`src/rtl/switch_debounce_reader_if.sv`:
```
// CPU-side bus of the switch port: chip select, read strobe, halfword select,
// registered read data and the change interrupt.
interface switch_debounce_reader_if;
  localparam int unsigned ADDR_W = 3;
  localparam int unsigned DATA_W = 16;

  logic              switchctl;
  logic              switchread;
  logic [ADDR_W-1:0] switchaddr;
  logic [DATA_W-1:0] switchrdata;
  logic              switchirq;

  modport master (
    output switchctl, switchread, switchaddr,
    input  switchrdata, switchirq
  );

  modport slave (
    input  switchctl, switchread, switchaddr,
    output switchrdata, switchirq
  );
endinterface

```
`src/rtl/switch_debounce_reader.sv`:
```
// Memory-mapped switch port: two-flop synchroniser, tick-based debouncer,
// sticky per-bit change flags with read-to-clear, and a level interrupt.
module switch_debounce_reader #(
  parameter int unsigned SW_WIDTH   = 24,
  parameter int unsigned TICK_DIV   = 50000,
  parameter int unsigned DB_SAMPLES = 4
) (
  input  logic                    switclk,
  input  logic                    switchrst,
  switch_debounce_reader_if.slave bus,
  input  logic [SW_WIDTH-1:0]     switch_input
);
  localparam int unsigned CNT_W  = (TICK_DIV > 1) ? $clog2(TICK_DIV) : 1;
  localparam int unsigned HIST_W = DB_SAMPLES - 1;
  localparam logic [CNT_W-1:0] CNT_MAX = CNT_W'(TICK_DIV - 1);

  logic [SW_WIDTH-1:0] sync_meta;
  logic [SW_WIDTH-1:0] sync;
  logic [CNT_W-1:0]    cnt;
  logic                tick;
  logic [HIST_W-1:0]   hist [SW_WIDTH];
  logic [SW_WIDTH-1:0] db;
  logic [SW_WIDTH-1:0] chg;
  logic [SW_WIDTH-1:0] db_upd;
  logic [SW_WIDTH-1:0] clr_mask;
  logic [31:0]         db_ext;
  logic [31:0]         chg_ext;
  logic                rd_en;
  logic [15:0]         rd_data_c;
  logic [15:0]         rdata;

  // A bit flips only when this tick and the previous DB_SAMPLES-1 ticks agree.
  always_comb begin
    tick   = (cnt == CNT_MAX);
    db_upd = '0;
    for (int i = 0; i < SW_WIDTH; i++) begin
      db_upd[i] = tick && (hist[i] == {HIST_W{sync[i]}}) && (db[i] != sync[i]);
    end
  end

  // Read decode; odd halfword addresses are ignored entirely.
  always_comb begin
    rd_en     = bus.switchctl && bus.switchread && !bus.switchaddr[0];
    db_ext    = 32'(db);
    chg_ext   = 32'(chg);
    rd_data_c = '0;
    clr_mask  = '0;
    case (bus.switchaddr[2:1])
      2'b00:   rd_data_c = db_ext[15:0];
      2'b01:   rd_data_c = db_ext[31:16];
      2'b10:   rd_data_c = chg_ext[15:0];
      default: rd_data_c = chg_ext[31:16];
    endcase
    if (rd_en && bus.switchaddr[2]) begin
      clr_mask = bus.switchaddr[1] ? SW_WIDTH'(32'hFFFF_0000) : SW_WIDTH'(32'h0000_FFFF);
    end
  end

  always_ff @(posedge switclk) begin
    if (switchrst) begin
      sync_meta <= '0;
      sync      <= '0;
      cnt       <= '0;
      db        <= '0;
      chg       <= '0;
      rdata     <= '0;
      for (int i = 0; i < SW_WIDTH; i++) begin
        hist[i] <= '0;
      end
    end else begin
      sync_meta <= switch_input;
      sync      <= sync_meta;
      cnt       <= tick ? '0 : cnt + CNT_W'(1);
      if (tick) begin
        for (int i = 0; i < SW_WIDTH; i++) begin
          hist[i] <= HIST_W'({hist[i], sync[i]});
        end
      end
      db <= db ^ db_upd;
      // A new change wins over a same-cycle clearing read.
      chg <= (chg & ~clr_mask) | db_upd;
      if (rd_en) begin
        rdata <= rd_data_c;
      end
    end
  end

  assign bus.switchrdata = rdata;
  assign bus.switchirq   = |chg;
endmodule

```
`src/flat_wrapper.sv`:
```
// flat-port wrapper written by rule: the top's interface ports become plain ports
module switch_debounce_reader_flat 
#(
  parameter int unsigned SW_WIDTH   = 24,
  parameter int unsigned TICK_DIV   = 50000,
  parameter int unsigned DB_SAMPLES = 4
)
  (switclk, switchrst, switch_input, bus_switchctl, bus_switchread, bus_switchaddr, bus_switchrdata, bus_switchirq);
  switch_debounce_reader_if bus_i ();
  input  logic switclk;
  input  logic switchrst;
  input  logic [SW_WIDTH-1:0] switch_input;
  input wire logic [$bits(bus_i.switchctl)-1:0] bus_switchctl;
  input wire logic [$bits(bus_i.switchread)-1:0] bus_switchread;
  input wire logic [$bits(bus_i.switchaddr)-1:0] bus_switchaddr;
  output wire logic [$bits(bus_i.switchrdata)-1:0] bus_switchrdata;
  output wire logic [$bits(bus_i.switchirq)-1:0] bus_switchirq;
  assign bus_i.switchctl = bus_switchctl;
  assign bus_i.switchread = bus_switchread;
  assign bus_i.switchaddr = bus_switchaddr;
  assign bus_switchrdata = bus_i.switchrdata;
  assign bus_switchirq = bus_i.switchirq;
  switch_debounce_reader #(.SW_WIDTH(SW_WIDTH), .TICK_DIV(TICK_DIV), .DB_SAMPLES(DB_SAMPLES)) u_core (.switclk(switclk), .switchrst(switchrst), .bus(bus_i), .switch_input(switch_input));
endmodule
```
`config.mk`:
```
export PLATFORM = sky130hd
export DESIGN_NAME = switch_debounce_reader_flat
export DESIGN_NICKNAME = d
export VERILOG_FILES = /design/src/rtl/switch_debounce_reader_if.sv /design/src/rtl/switch_debounce_reader.sv /design/src/flat_wrapper.sv
export SDC_FILE = /design/constraint.sdc
export NUM_CORES = 1
export LEC_CHECK = 0
export CORE_MARGIN = 5
export CORE_UTILIZATION = 40
export DETAILED_ROUTE_END_ITERATION = 6
export SYNTH_ARGS = -nofsm -noshare
export SYNTH_HDL_FRONTEND = slang
export SYNTH_SLANG_ARGS = --single-unit
```
`constraint.sdc`:
```
create_clock -name switclk -period 5.7 [get_ports switclk]
set_clock_uncertainty 0.1 [all_clocks]
set_input_delay 1.14 -clock switclk [delete_from_list [all_inputs] [get_ports switclk]]
set_output_delay 1.14 -clock switclk [all_outputs]
set_load 0.02 [all_outputs]
```
Word level (Yosys, flattened, before mapping) --
Memories as Yosys holds them, arrays and structs flattened. Index checks and enable logic that the tools add are counted.
Word-level totals: memories kept 1, bits in writable memories 72, word-level logic and storage cells 174, input port bits 31, register bits 128
Cells by class: bitwise operators 28, multiplexer cells 32, $add $sub $neg 1, equal/unequal tests 51, reductions and logical operators 55
Memories:
- u_core.hist | depth 24, bits a word 3, read ports 24, clocked after memory_dff 0, wr ports 24, line switch_debounce_reader.sv:21 | logic [HIST_W-1:0] hist [SW_WIDTH];
Operators by type and width (number):
- $eq A3 B3 Y1 | 24
- $mux W3 | 24
- $logic_and A1 B1 Y1 | 51
- $mux W24 | 2
- $pmux W16 S3 | 1
- $and A24 B24 Y24 | 1
- $ne A1 B1 Y1 | 24
- $not A24 Y24 | 1
- $or A1 B1 Y1 | 24
- $or A24 B24 Y24 | 1
- $reduce_or A24 Y1 | 1
- $xor A24 B24 Y24 | 1
- $add A16 B1 Y16 const B | 1
- $eq A16 B16 Y1 const B | 1
- $mux W1 | 5
- $eq A2 B1 Y1 const B | 1
- $eq A2 B2 Y1 const B | 1
- $logic_not A2 Y1 | 1
- $reduce_or A2 Y1 | 1
- $logic_not A1 Y1 | 1

Depth between registers and ports, before layout --
Gate-level depths: netlist (run 1).
word-level depth 7, gate-level depth with buffers 7, gate-level depth less buffers 5

Least setup slack after synthesis (run 1) --
Ideal clock, no wire load.
path type input-to-reg, start point input switchrst, end point memory u_core.hist[0][0] in the netlist's numbering (enable), cell stages on the path 4, path slack 3.115 ns, path buffers 2, arrival 2.104 ns, cell sequence buf_2 > inv_2 > nand2_4 > buf_4
RTL lines:
- from (decl) | line flat_wrapper.sv:11 | input logic switchrst;
- to (decl) | line switch_debounce_reader.sv:21

Final worst setup path (run 1) --
start point register u_core.chg[14], end point output bus_switchirq
On the way: word-level cells in the longest chain between the ends 1
Ends and longest elaborated chain:
- from (decl) | line switch_debounce_reader.sv:23 | logic [SW_WIDTH-1:0] chg;
- from (signal assigned) | line switch_debounce_reader.sv:81 | chg <= (chg & ~clr_mask) | db_upd;
- $reduce_or A24 Y1 | line switch_debounce_reader.sv:89 | assign bus.switchirq = |chg;
- to (decl) | line flat_wrapper.sv:17 | output wire logic [$bits(bus_i.switchirq)-1:0] bus_switchirq;
Every way passes these cells.

==> results of run 1 <==
where the power goes:
part	internal [mW]	total, mW	switching (mW)	leakage [nW]
registers	1.52	1.55	0.0301	1.74
clock network	0.662	1.18	0.517	0.297
logic	0.0517	0.113	0.0612	1.12
final cells by class:
cell class	count	share of cell area (%)
Inverter	5	0.201
Tap cell	265	3.56
Clock inverter	8	0.577
Multi-Input combinational cell	475	33.7
Sequential cell	200	50.7
Clock buffer	24	5.75
Timing Repair Buffer	51	5.56
metrics by stage:
stage	cell area [um2]	hold slack [ns]	power (mW)	setup WS [ns]	utilization, %
finish	9320	0.334	2.85	2.35	47.4
global route	9320	0.354	2.95	2.23	47.4
CTS	9290	0.336	2.88	2.34	47.3
detailed placement	8700	0.320	1.70	2.06	44.3
global placement	8700	0.320	1.69	2.18	44.3
floorplan	8040	0.314	1.65	3.12	-
metal layers:
layer	share of wire, %	routed length [um]	GRT usage, %
met1	47	7440	19.3
met2	49	7760	23.8
met3	2.9	453	3.27
met4	0.90	142	4.13
met5	0	0	0
worst max-delay path: stages, from the launching register on:
cell and delay, ns:
sky130_fd_sc_hd__dfxtp_1 0.33, sky130_fd_sc_hd__nor4_1 0.40, sky130_fd_sc_hd__and4_1 0.27, sky130_fd_sc_hd__nand3_1 0.10
sky130_fd_sc_hd__clkdlybuf4s50_1 0.58
how the worst max path moves through the flow:
stage | start | end | cells past startpoint
6_report | u_core.chg[14] | bus_switchirq | 4
5_1_grt | u_core.chg[14] | bus_switchirq | 4
4_1_cts | u_core.chg[14] | bus_switchirq | 4
3_5_place_dp | switchrst | u_core.hist[0][59] | 3
3_3_place_gp | switchrst | u_core.hist[0][70] | 3
2_1_floorplan | switchrst | u_core.hist[0][0] | 4
logic make-up (layout without fill, tap and decap cells):
group / count (synthesis) / after routing / synth area share, %
simple gates: 300 / 300 / 21.7
buf+inv: 39 / 88 / 2.19
xor+xnor: 37 / 37 / 4.03
compound gates: 97 / 97 / 7.88
mux: 40 / 40 / 5.23
flops: 200 / 200 / 58.8
fa+ha+maj: 1 / 1 / 0.156
layout by cell type, fill, tap and decap left out, drive strengths merged, types with 2 or more instances in the layout:
cell,synthesis,final
nand2,43,43
buf,12,5
o21ai,7,7
clkbuf,22,24
o31ai,6,6
a21o,6,6
and2,54,54
dfxtp,128,128
nand4,27,27
nor2b,72,72
a2bb2oi,7,7
and4bb,2,2
xnor2,35,35
clkinv,0,5
a32o,2,2
mux2i,33,33
a22o,16,16
nor3,12,12
a21oi,44,44
clkdlybuf4s50,0,46
mux2,6,6
nor4,10,10
nand3,13,13
edfxtp,72,72
or4,24,24
o22ai,7,7
xor2,2,2
inv,5,8
nor2,36,36
==> results.md, run 1 <==
- The number of distinct standard cells referenced by the synthesized netlist is 45.
- The multi-input combinational cells in the finished layout cover a total of 3140 um2.
- The number of antenna repair diodes is 0.
- The post-CTS resize count is 0.
- Averaged over all synthesized cells, the footprint is 11.3 um2.
- The net count after synthesis is ~750.
- By startpoint and endpoint, the worst setup path is classified as reg2out.
- The fill cell total of the finished layout is 1824.
- At the pin with the least slew margin, the transition time is 1.14 ns.
- The average detailed-routed wire length per instance is 15.4 um.
- The die is 152 um tall.
- The final sum of negative setup slack is 0 ns.
- Based on the critical path, the design can be clocked at up to approximately 0.30 GHz.
- The clock passes through at most 2 buffers.
- The final critical-path required period is 3.35 ns.
- The number of vias in the routed layout is 5286.
- The run finished with clean final reports.
- The headroom to the max-slew limit is between 20% and 30%.
- In the synthesized netlist, the number of instances is 714.
- The DRC violations left is 0.
- The number of placement rows is 51.
- The number of antenna violations at the first check in global routing was 0.
- Yosys instantiated no cell more often than sky130_fd_sc_hd__dfxtp_1.
- Global routing finished with a remaining overflow of 0.
- The hold violation total from the final report is 0.
- The number of cells in the design after placement is 995.
- The startpoint of the most critical register-to-register path is u_core.cnt[7].
- Of all cell types, the one taking the most synthesized area is sky130_fd_sc_hd__dfxtp_1.
- The top cell type by area accounts for about a third of the synthesized area.
- Setup repair after global routing left no endpoint under its margin.
- The number of search-and-repair iterations in the first detailed-routing pass is 4.
- In this run the clock root is driven by a sky130_fd_sc_hd__clkbuf_16.
- The clock buffer count from CTS is 17.
- The initial utilization of the core area, before any placement, comes to 40.9%.
- In the synthesized netlist the async set-or-reset flop fraction comes to 0%.
- The detail route stage leaves a number of antenna-violating nets equal to 0.
- The worst ir drop on vdd is 219 uV.
- The first global-routing pass estimated 26500 um of wire.
- After clock tree synthesis, the clock-pin slew on the worst setup and hold paths is approximately 0.07 ns.
- The most used flip-flop cell after synthesis is sky130_fd_sc_hd__dfxtp_1.
- Ranked by total cell area, the synthesized netlist is headed by sky130_fd_sc_hd__dfxtp_1 32%, sky130_fd_sc_hd__edfxtp_1 27%, sky130_fd_sc_hd__nor2b_1 5.6%.
- The wire-length estimate of the detail-placed layout is 10200 um.
- The H-tree was split into 4 levels.
- In this run, synthesis produced a sequential element count of 200.
- The area of the die is 23000 um2.
- The leakage power of the design is 3.16 nW.
- The number of global-route vias before repair is 5261.
- The congestion estimate from routability-driven global placement came to 0.768.
- The maximum net fanout on the critical path is 3.
- STA classifies the critical path endpoint as an output pin.
- Global routing used 14.5% of the available tracks across all layers.
- By count the netlist is led by 128 x sky130_fd_sc_hd__dfxtp_1, 72 x sky130_fd_sc_hd__edfxtp_1, 72 x sky130_fd_sc_hd__nor2b_1, 54 x sky130_fd_sc_hd__and2_1.
- The placeable core region is 19700 um2.
- The final period utilization is about 59%.
- The number of pins exceeding their max-slew limit in the final report is 0.
- The largest net degree at the start of global routing is 88.
- The combined area of all synthesized cells is 8040 um2.
- Across the run, the number of max-cap violations was 0.
- The clock sink count is 200.
- The kind of launch point of the worst setup path is a flop.
- The startpoint identified for the worst hold timing path is u_core.sync_meta[9].
- Of the cells placed in the final design, the portion with a size suffix greater than 1 is between 6 and 7%.
- The area occupied by registers is 4720 um2.
- The post-route non-filler standard cell count is 1028.
- TritonCTS built the clock tree.
- The detailed router finished its first iteration with 278 violations.
- Input and output buffers added on the ports amount to 47.
- The synthesized design contains around 70 enable-type register cells.
- The worst hold path terminates at u_core.sync[9].
- Using the TritonRoute via totals, the vias-per-cell ratio works out to 5.14.
- The final layout contains routed wiring with a total length of 15800 um.
- In this run the count of I/O pins placed on the die edge is 48.
- The data required time of the critical path is 4.46 ns.
- The worst register-to-register path ends at u_core.hist[0][65].
- The path class of the tightest hold or removal check is reg2reg.
- Setup violations remaining at the end of the flow were counted as 0.
- The net count of the finished layout is about 800.
- STA puts the critical path data arrival time at 2.11 ns.
- The power per cell area is 305 nW/um2.
- The worst setup slack for register-to-register paths is 2.82 ns.
- The number of stages on the worst hold path is 1.
- The yosys synthesis warning count is 0.
- The floorplan step set the die width to 152 um.
- The depth of the worst register-to-register path is 3.
- The clock latency reported for the late side of the worst-skew pair is 0.43 ns.
- Of the synthesized area, sequential elements account for 58.8%.
- The hold-fix buffer count after cts is 0.
- The synthesis-to-layout area growth is 15.9%.
- The post-CTS setup buffer count is 0.
No activity file was read; power rests on OpenSTA's default activity.
==> run 2: changes to the inputs <==
clock period = 3.1 ns   (was 5.7 ns; I/O delays follow)
==> run 2 against run 1 <==
Critical path depth did not move. Combinational power up 90%. Clock power grew 100%. Largest power group unchanged. Total power up 91%. First-iteration DRC count grew 16%. Utilization up 0.45 points. Register-to-register slack worse by 2.1 ns. Die area unchanged. Cell count grew 0.49%. Worst hold slack improved by 0.0028 ns.
==> results.md, run 2 (same netlist as run 1, synthesis figures left out) <==
- The transition time at the pin with the least slew margin is 0.603 ns (was 1.14 ns).
- The largest net degree at the start of global routing is 88 (unchanged).
- The multi-input gate area in the final layout is 3140 um2 (unchanged).
- The detail-routed via count per cell is 5.10 (was 5.14).
- The most utilized layer in the global route result is met2 (unchanged).
- Dividing the final minimum period by the clock period gives 90.3%.
- The final hold slack came to 0.337 ns (was 0.334 ns).
- The number of port buffers was 47 (unchanged).
- The total of endpoints with negative setup slack in the final report is 0 (unchanged).
- The total grt overflow is 0 (unchanged).
- The fraction of met1 tracks used by global routing was 19.1% (was 19.3%).
- The placeable core region was 19700 um2 (unchanged).
- The number of top-level pins is 48 (unchanged).
- The most common cell after layout, fill and taps aside is sky130_fd_sc_hd__dfxtp_1 (unchanged).
- The number of global-route vias before repair is 5188 (was 5261).
- The number of pins exceeding their max-slew limit in the final report is 0 (unchanged).
- The post-route antenna net violation count is 0 (unchanged).
- The critical path class was reg2out (unchanged).
- The critical path arrival is 2.08 ns (was 2.11 ns).
- The number of antenna repair diodes is 0 (unchanged).
- The DRC violations left came to 0 (unchanged).
- Leading cell types in the layout, fill and taps excluded: 128 x sky130_fd_sc_hd__dfxtp_1, 72 x sky130_fd_sc_hd__nor2b_1, 72 x sky130_fd_sc_hd__edfxtp_1 (unchanged).
- The final instance area is 9410 um2 (was 9320 um2).
- The kind of launch point of the worst setup path is a flop (unchanged).
- The clock sink count is 200 (unchanged).
- The hold violation total from the final report is 0 (unchanged).
- The final sum of negative setup slack is 0 ns (unchanged).
- The average detailed-routed wire length per instance came to 15.6 um (was 15.4 um).
- The clock latency reported for the late side of the worst-skew pair is 0.43 ns (about the same).
- The number of maximum-capacitance violations came to 0 (unchanged).
- Unrepaired setup endpoints after global routing: false (unchanged).
- The depth of the worst register-to-register path is 6 (was 3).
- The total design power was 5.43 mW (was 2.85 mW).
- The utilization of the core after routing is 47.9% (was 47.4%).
- The sum of routed wire length over all layers is 16100 um (was 15800 um).
- The worst ir drop on vdd is 346 uV (was 219 uV).
- The number of vias in the routed layout is 5271 (was 5286).
- The type of destination of the critical path is an output pin (unchanged).
- The clock transition at the register clock pins on the worst setup and hold paths after CTS is 0.07 ns (about the same).
- The hold-fix buffer count after cts is 0 (unchanged).
- The global router's overall resource usage is 14.6% (was 14.5%).
- The worst-case clock buffer depth is 2 (unchanged).
- The clock buffer count from CTS is 17 (unchanged).
- The final worst slack is 0.301 ns (was 2.35 ns).
- The number of antenna violations at the first check in global routing is 0 (unchanged).
- The net count reported at finish is 787 (was 782).
- The area of the die is 23000 um2 (unchanged).
- The met3 usage is 3.42% (was 3.27%).
- The cell area reported after detailed placement was 8770 um2 (was 8700 um2).
- Outcome: finished clean (unchanged).
- For this run, the top clock speed supported by timing is approximately 0.36 GHz.
- The final RePlAce weighted congestion is 0.744 (was 0.768).
- The wire length of the first global-routing pass came to 26400 um (was 26500 um).
- The global routing met2 resource utilization came to 24.3% (was 23.8%).
- The buffer type at the clock tree root is sky130_fd_sc_hd__clkbuf_16 (unchanged).
- The synthesis-to-layout area growth is 17.0% (was 15.9%).
- The kind of path behind the tightest hold check was reg2reg (unchanged).
- The number of placement rows is 51 (unchanged).
- The number of search-and-repair iterations in the first detailed-routing pass came to 6 (was 4).
- The worst setup slack after placement was 0.423 ns (was 2.06 ns).
- The post-route non-filler standard cell count came to 1033 (was 1028).
- The post-CTS resize count came to 0 (unchanged).
- The die boundary width is 152 um (unchanged).
- The leakage power of the design is 3.19 nW (was 3.16 nW).
- The post-CTS setup buffer count is 0 (unchanged).
- The maximum net fanout on the critical path is 3 (unchanged).
- The data required time of the critical path is 2.38 ns (was 4.46 ns).
- The deepest level of the CTS H-tree was 4 (unchanged).
- The area occupied by registers is 4720 um2 (unchanged).
- Counting I/O delays and the setup requirement, the final critical path takes 2.80 ns.
- The detailed router's first-iteration violation count was 323 (was 278).
- The placed wire-length estimate after detailed placement is 10600 um (was 10200 um).
- The number of stages on the worst hold path is 1 (unchanged).
- The fraction of final layout cells with drive strength greater than 1 is 6.90% (was 6.03%).
- The initial core utilization was 40.9% (unchanged).
- The headroom to the max-slew limit is 59.7% (was 24.2%).
- The fill cell total of the finished layout came to 1845 (was 1824).
- The TritonCTS clock tree was yes (unchanged).
- The power per cell area is 577 nW/um2 (was 305 nW/um2).
- The die boundary height is 152 um (unchanged).
- The number of cells in the design after placement was 1001 (was 995).
run 2: changes by cell type in the layout (fill, tap and decap cells not counted), sizes merged:
cell      before  now
clkbuf        24   17
buf            5   10
clkinvlp       0    2
clkinv         5    3
bufinv         0    3
inv            8   12
run 2: final timing paths:
path / from / to / slack [ns]
hold reg to reg: u_core.sync_meta[15] / u_core.sync[15] / 0.34
setup / recovery: u_core.chg[14] / bus_switchirq / 0.30
hold / removal: u_core.sync_meta[15] / u_core.sync[15] / 0.34
setup reg to reg: u_core.cnt[0] / u_core.hist[0][42] / 0.69
run 2: area by class of cell:
class | count | share of cell area (%)
flip-flops and latches | 200 | 50.2
inverters | 5 | 0.200
multi-input cells | 475 | 33.3
repair buffers | 56 | 5.96
well taps | 265 | 3.52
clock inverters | 15 | 2.22
clock buffers | 17 | 4.52
run 2: critical path, stage by stage, from the launching register on:
cell                              delay (ns)
sky130_fd_sc_hd__dfxtp_1                0.34
sky130_fd_sc_hd__nor4_1                 0.39
sky130_fd_sc_hd__and4_1                 0.26
sky130_fd_sc_hd__nand3_1                0.09
sky130_fd_sc_hd__clkdlybuf4s50_1        0.57
run 2: per-layer routing:
layer | up-vias | wire length (um)
li1 | 2638 | -
met1 | 2552 | 7550
met2 | 75 | 7920
met3 | 6 | 513
met4 | 0 | 124
met5 | - | 0
run 2: power by group:
part,total (mW),internal (mW),switching [mW],leakage (nW)
registers,2.86,2.80,0.0571,1.74
clock network,2.36,1.31,1.05,0.306
logic,0.215,0.0999,0.115,1.15
==> run 3: changes to the inputs <==
clock period = 3 ns   (was 3.1 ns; I/O delays follow)
==> run 3 against run 2 <==
Flip-flop and latch count did not move. Highest routed layer unchanged. Sequential power is 3% higher. Via count rose by 1.8%. Critical path type unchanged. Worst hold slack got worse by 0.0019 ns. Utilization is 0.16 points lower. Sequential share of layout area increased by 0.17 points. Non-clock buffer count rose by 3.
==> results.md, run 3 (same netlist as run 1, synthesis figures left out) <==
- Outcome: finished clean (unchanged).
- The largest net degree at the start of global routing was 53 (was 88).
- Derived from the worst setup path, the maximum achievable clock frequency is 0.353 GHz.
- Unrepaired setup endpoints after global routing: false (unchanged).
- The biggest cell delay along the critical path is 0.56 ns (was 0.57 ns).
- The hold violation total from the final report came to 0 (unchanged).
- The worst-case clock buffer depth was 2 (unchanged).
- The number of search-and-repair iterations in the first detailed-routing pass came to 4 (was 6).
- The final worst slack is 0.164 ns (was 0.301 ns).
- Leading cell types in the layout, fill and taps excluded: 128 x sky130_fd_sc_hd__dfxtp_1, 72 x sky130_fd_sc_hd__nor2b_1, 72 x sky130_fd_sc_hd__edfxtp_1 (unchanged).
- The number of maximum-capacitance violations is 0 (unchanged).
- The hold-fix buffer count after cts came to 0 (unchanged).
- The TritonCTS clock tree is yes (unchanged).
- The final instance area was 9380 um2 (was 9410 um2).
- The post-CTS setup buffer count is 0 (unchanged).
- The detailed router's first-iteration violation count is 273 (was 323).
- The placeable core region is 19700 um2 (unchanged).
- The wire length of the first global-routing pass came to 27000 um (was 26400 um).
- The kind of launch point of the worst setup path is a flop (unchanged).
- The maximum net fanout on the critical path came to 3 (unchanged).
- The final critical-path required period is 2.84 ns.
- The buffer type at the clock tree root is sky130_fd_sc_hd__clkbuf_16 (unchanged).
- The clock transition at the register clock pins on the worst setup and hold paths after CTS is 0.08 ns (was 0.07 ns).
- The final hold slack is 0.335 ns (was 0.337 ns).
- The synthesis-to-layout area growth is 16.6% (was 17.0%).
- The total of endpoints with negative setup slack in the final report is 0 (unchanged).
- The startpoint of the most critical register-to-register path was u_core.cnt[0] (unchanged).
- The clock latency reported for the late side of the worst-skew pair is 0.44 ns (was 0.43 ns).
- The leakage power of the design is 3.18 nW (was 3.19 nW).
- The clock buffer count from CTS is 17 (unchanged).
- The area of the die is 23000 um2 (unchanged).
- The end of the critical path is bus_switchirq (unchanged).
- The depth of the worst register-to-register path is 6 (unchanged).
- The worst setup slack for register-to-register paths is 0.63 ns (was 0.69 ns).
- The data required time of the critical path came to 2.30 ns (was 2.38 ns).
- The capturing point of the worst reg2reg path is u_core.hist[0][8] (was u_core.hist[0][42]).
- The global router's overall resource usage is 14.9% (was 14.6%).
- The initial core utilization came to 40.9% (unchanged).
- The worst setup path startpoint is u_core.chg[4] (was u_core.chg[14]).
- The number of antenna repair diodes is 0 (unchanged).
- The deepest level of the CTS H-tree is 4 (unchanged).
- Cell breakdown of the critical path: nor4_1, and4_1, nand3_1, clkdlybuf4s50_1 (unchanged).
- The transition time at the pin with the least slew margin is 0.581 ns (was 0.603 ns).
- The post-CTS resize count was 0 (unchanged).
- The post-route non-filler standard cell count is 1036 (was 1033).
- The critical path's slowest cell is sky130_fd_sc_hd__clkdlybuf4s50_1 (unchanged).
- The number of global-route vias before repair is 5311 (was 5188).
- The cell area reported after detailed placement came to 8790 um2 (was 8770 um2).
- The headroom to the max-slew limit came to 61.1% (was 59.7%).
- The kind of path behind the tightest hold check is reg2reg (unchanged).
- The DRC violations left is 0 (unchanged).
- The fraction of final layout cells with drive strength greater than 1 is 7.26% (was 6.90%).
- The number of port buffers is 47 (unchanged).
- The most common cell after layout, fill and taps aside is sky130_fd_sc_hd__dfxtp_1 (unchanged).
- The number of cells in the design after placement is 1004 (was 1001).
- The die boundary width came to 152 um (unchanged).
- The worst setup slack after placement is 0.403 ns (was 0.423 ns).
- The number of top-level pins is 48 (unchanged).
- The number of antenna violations at the first check in global routing is 0 (unchanged).
- The total design power came to 5.41 mW (was 5.43 mW).
- The detail-routed via count per cell was 5.18 (was 5.10).
- The worst ir drop on vdd is 436 uV (was 346 uV).
- The number of placement rows was 51 (unchanged).
- The net count reported at finish came to 790 (was 787).
- The sum of routed wire length over all layers is 16200 um (was 16100 um).
- The worst path uses 94.5% of the clock period.
- The placed wire-length estimate after detailed placement came to 11000 um (was 10600 um).
- The critical path class is reg2out (unchanged).
- The final RePlAce weighted congestion came to 0.787 (was 0.744).
- The power per cell area is 577 nW/um2 (about the same).
- The post-route antenna net violation count is 0 (unchanged).
- The fill cell total of the finished layout is 1871 (was 1845).
- The utilization of the core after routing is 47.7% (was 47.9%).
- The number of pins exceeding their max-slew limit in the final report is 0 (unchanged).
- The average detailed-routed wire length per instance was 15.7 um (was 15.6 um).
- The number of vias in the routed layout came to 5368 (was 5271).
- The total grt overflow came to 0 (unchanged).
- The clock sink count is 200 (unchanged).
- The die boundary height is 152 um (unchanged).
- The critical path arrival is 2.14 ns (was 2.08 ns).
- The type of destination of the critical path is an output pin (unchanged).
- The final sum of negative setup slack is 0 ns (unchanged).
==> run 3: changes by cell type in the layout (fill, tap and decap cells not counted), sizes merged <==
cell and delta:
bufinv -3, inv +2, clkinv +2, buf +3, clkinvlp -1
==> run 3: worst min-delay path by stage <==
stage	slack, ns	end	cells after the start	startpoint
6_report	0.34	u_core.sync[22]	1	u_core.sync_meta[22]
4_1_cts	0.34	u_core.sync[22]	1	u_core.sync_meta[22]
3_5_place_dp	0.32	u_core.sync[22]	1	u_core.sync_meta[22]
2_1_floorplan	0.31	u_core.sync[0]	1	u_core.sync_meta[0]
5_1_grt	0.37	u_core.sync[10]	1	u_core.sync_meta[10]
3_3_place_gp	0.32	u_core.sync[17]	1	u_core.sync_meta[17]
==> run 3: final cells by class <==
cell class	count	area [um2]	share of cell area, %
multi-input combinational	475	3140	33.5
tap	265	332	3.54
inverter	5	18.8	0.200
clock buffer	17	425	4.54
clock inverter	15	155	1.65
sequential	200	4720	50.4
timing repair buffer	59	583	6.22
==> run 3: per-layer routing <==
metal,share of wire (%),track usage (%),wire length (um),vias up
met1,47,19.9,7600,2614
met2,48,23.9,7740,83
met4,1.6,5.17,263,0
met5,0,0,0,-
li1,-,-,-,2652
met3,3.9,3.39,641,19
==> run 3: power breakdown <==
group	total [mW]	switching (mW)	internal (mW)
Clock	2.24	1.12	1.12
Sequential	2.95	0.0580	2.89
Combinational	0.225	0.119	0.106
==> run 3: critical path, delay by kind of cell, from the launching register on <==
family                 cells  cell delay [ns]
AND/OR/NAND/NOR            3             0.82
flip-flops                 1             0.33
buffers and inverters      1             0.56
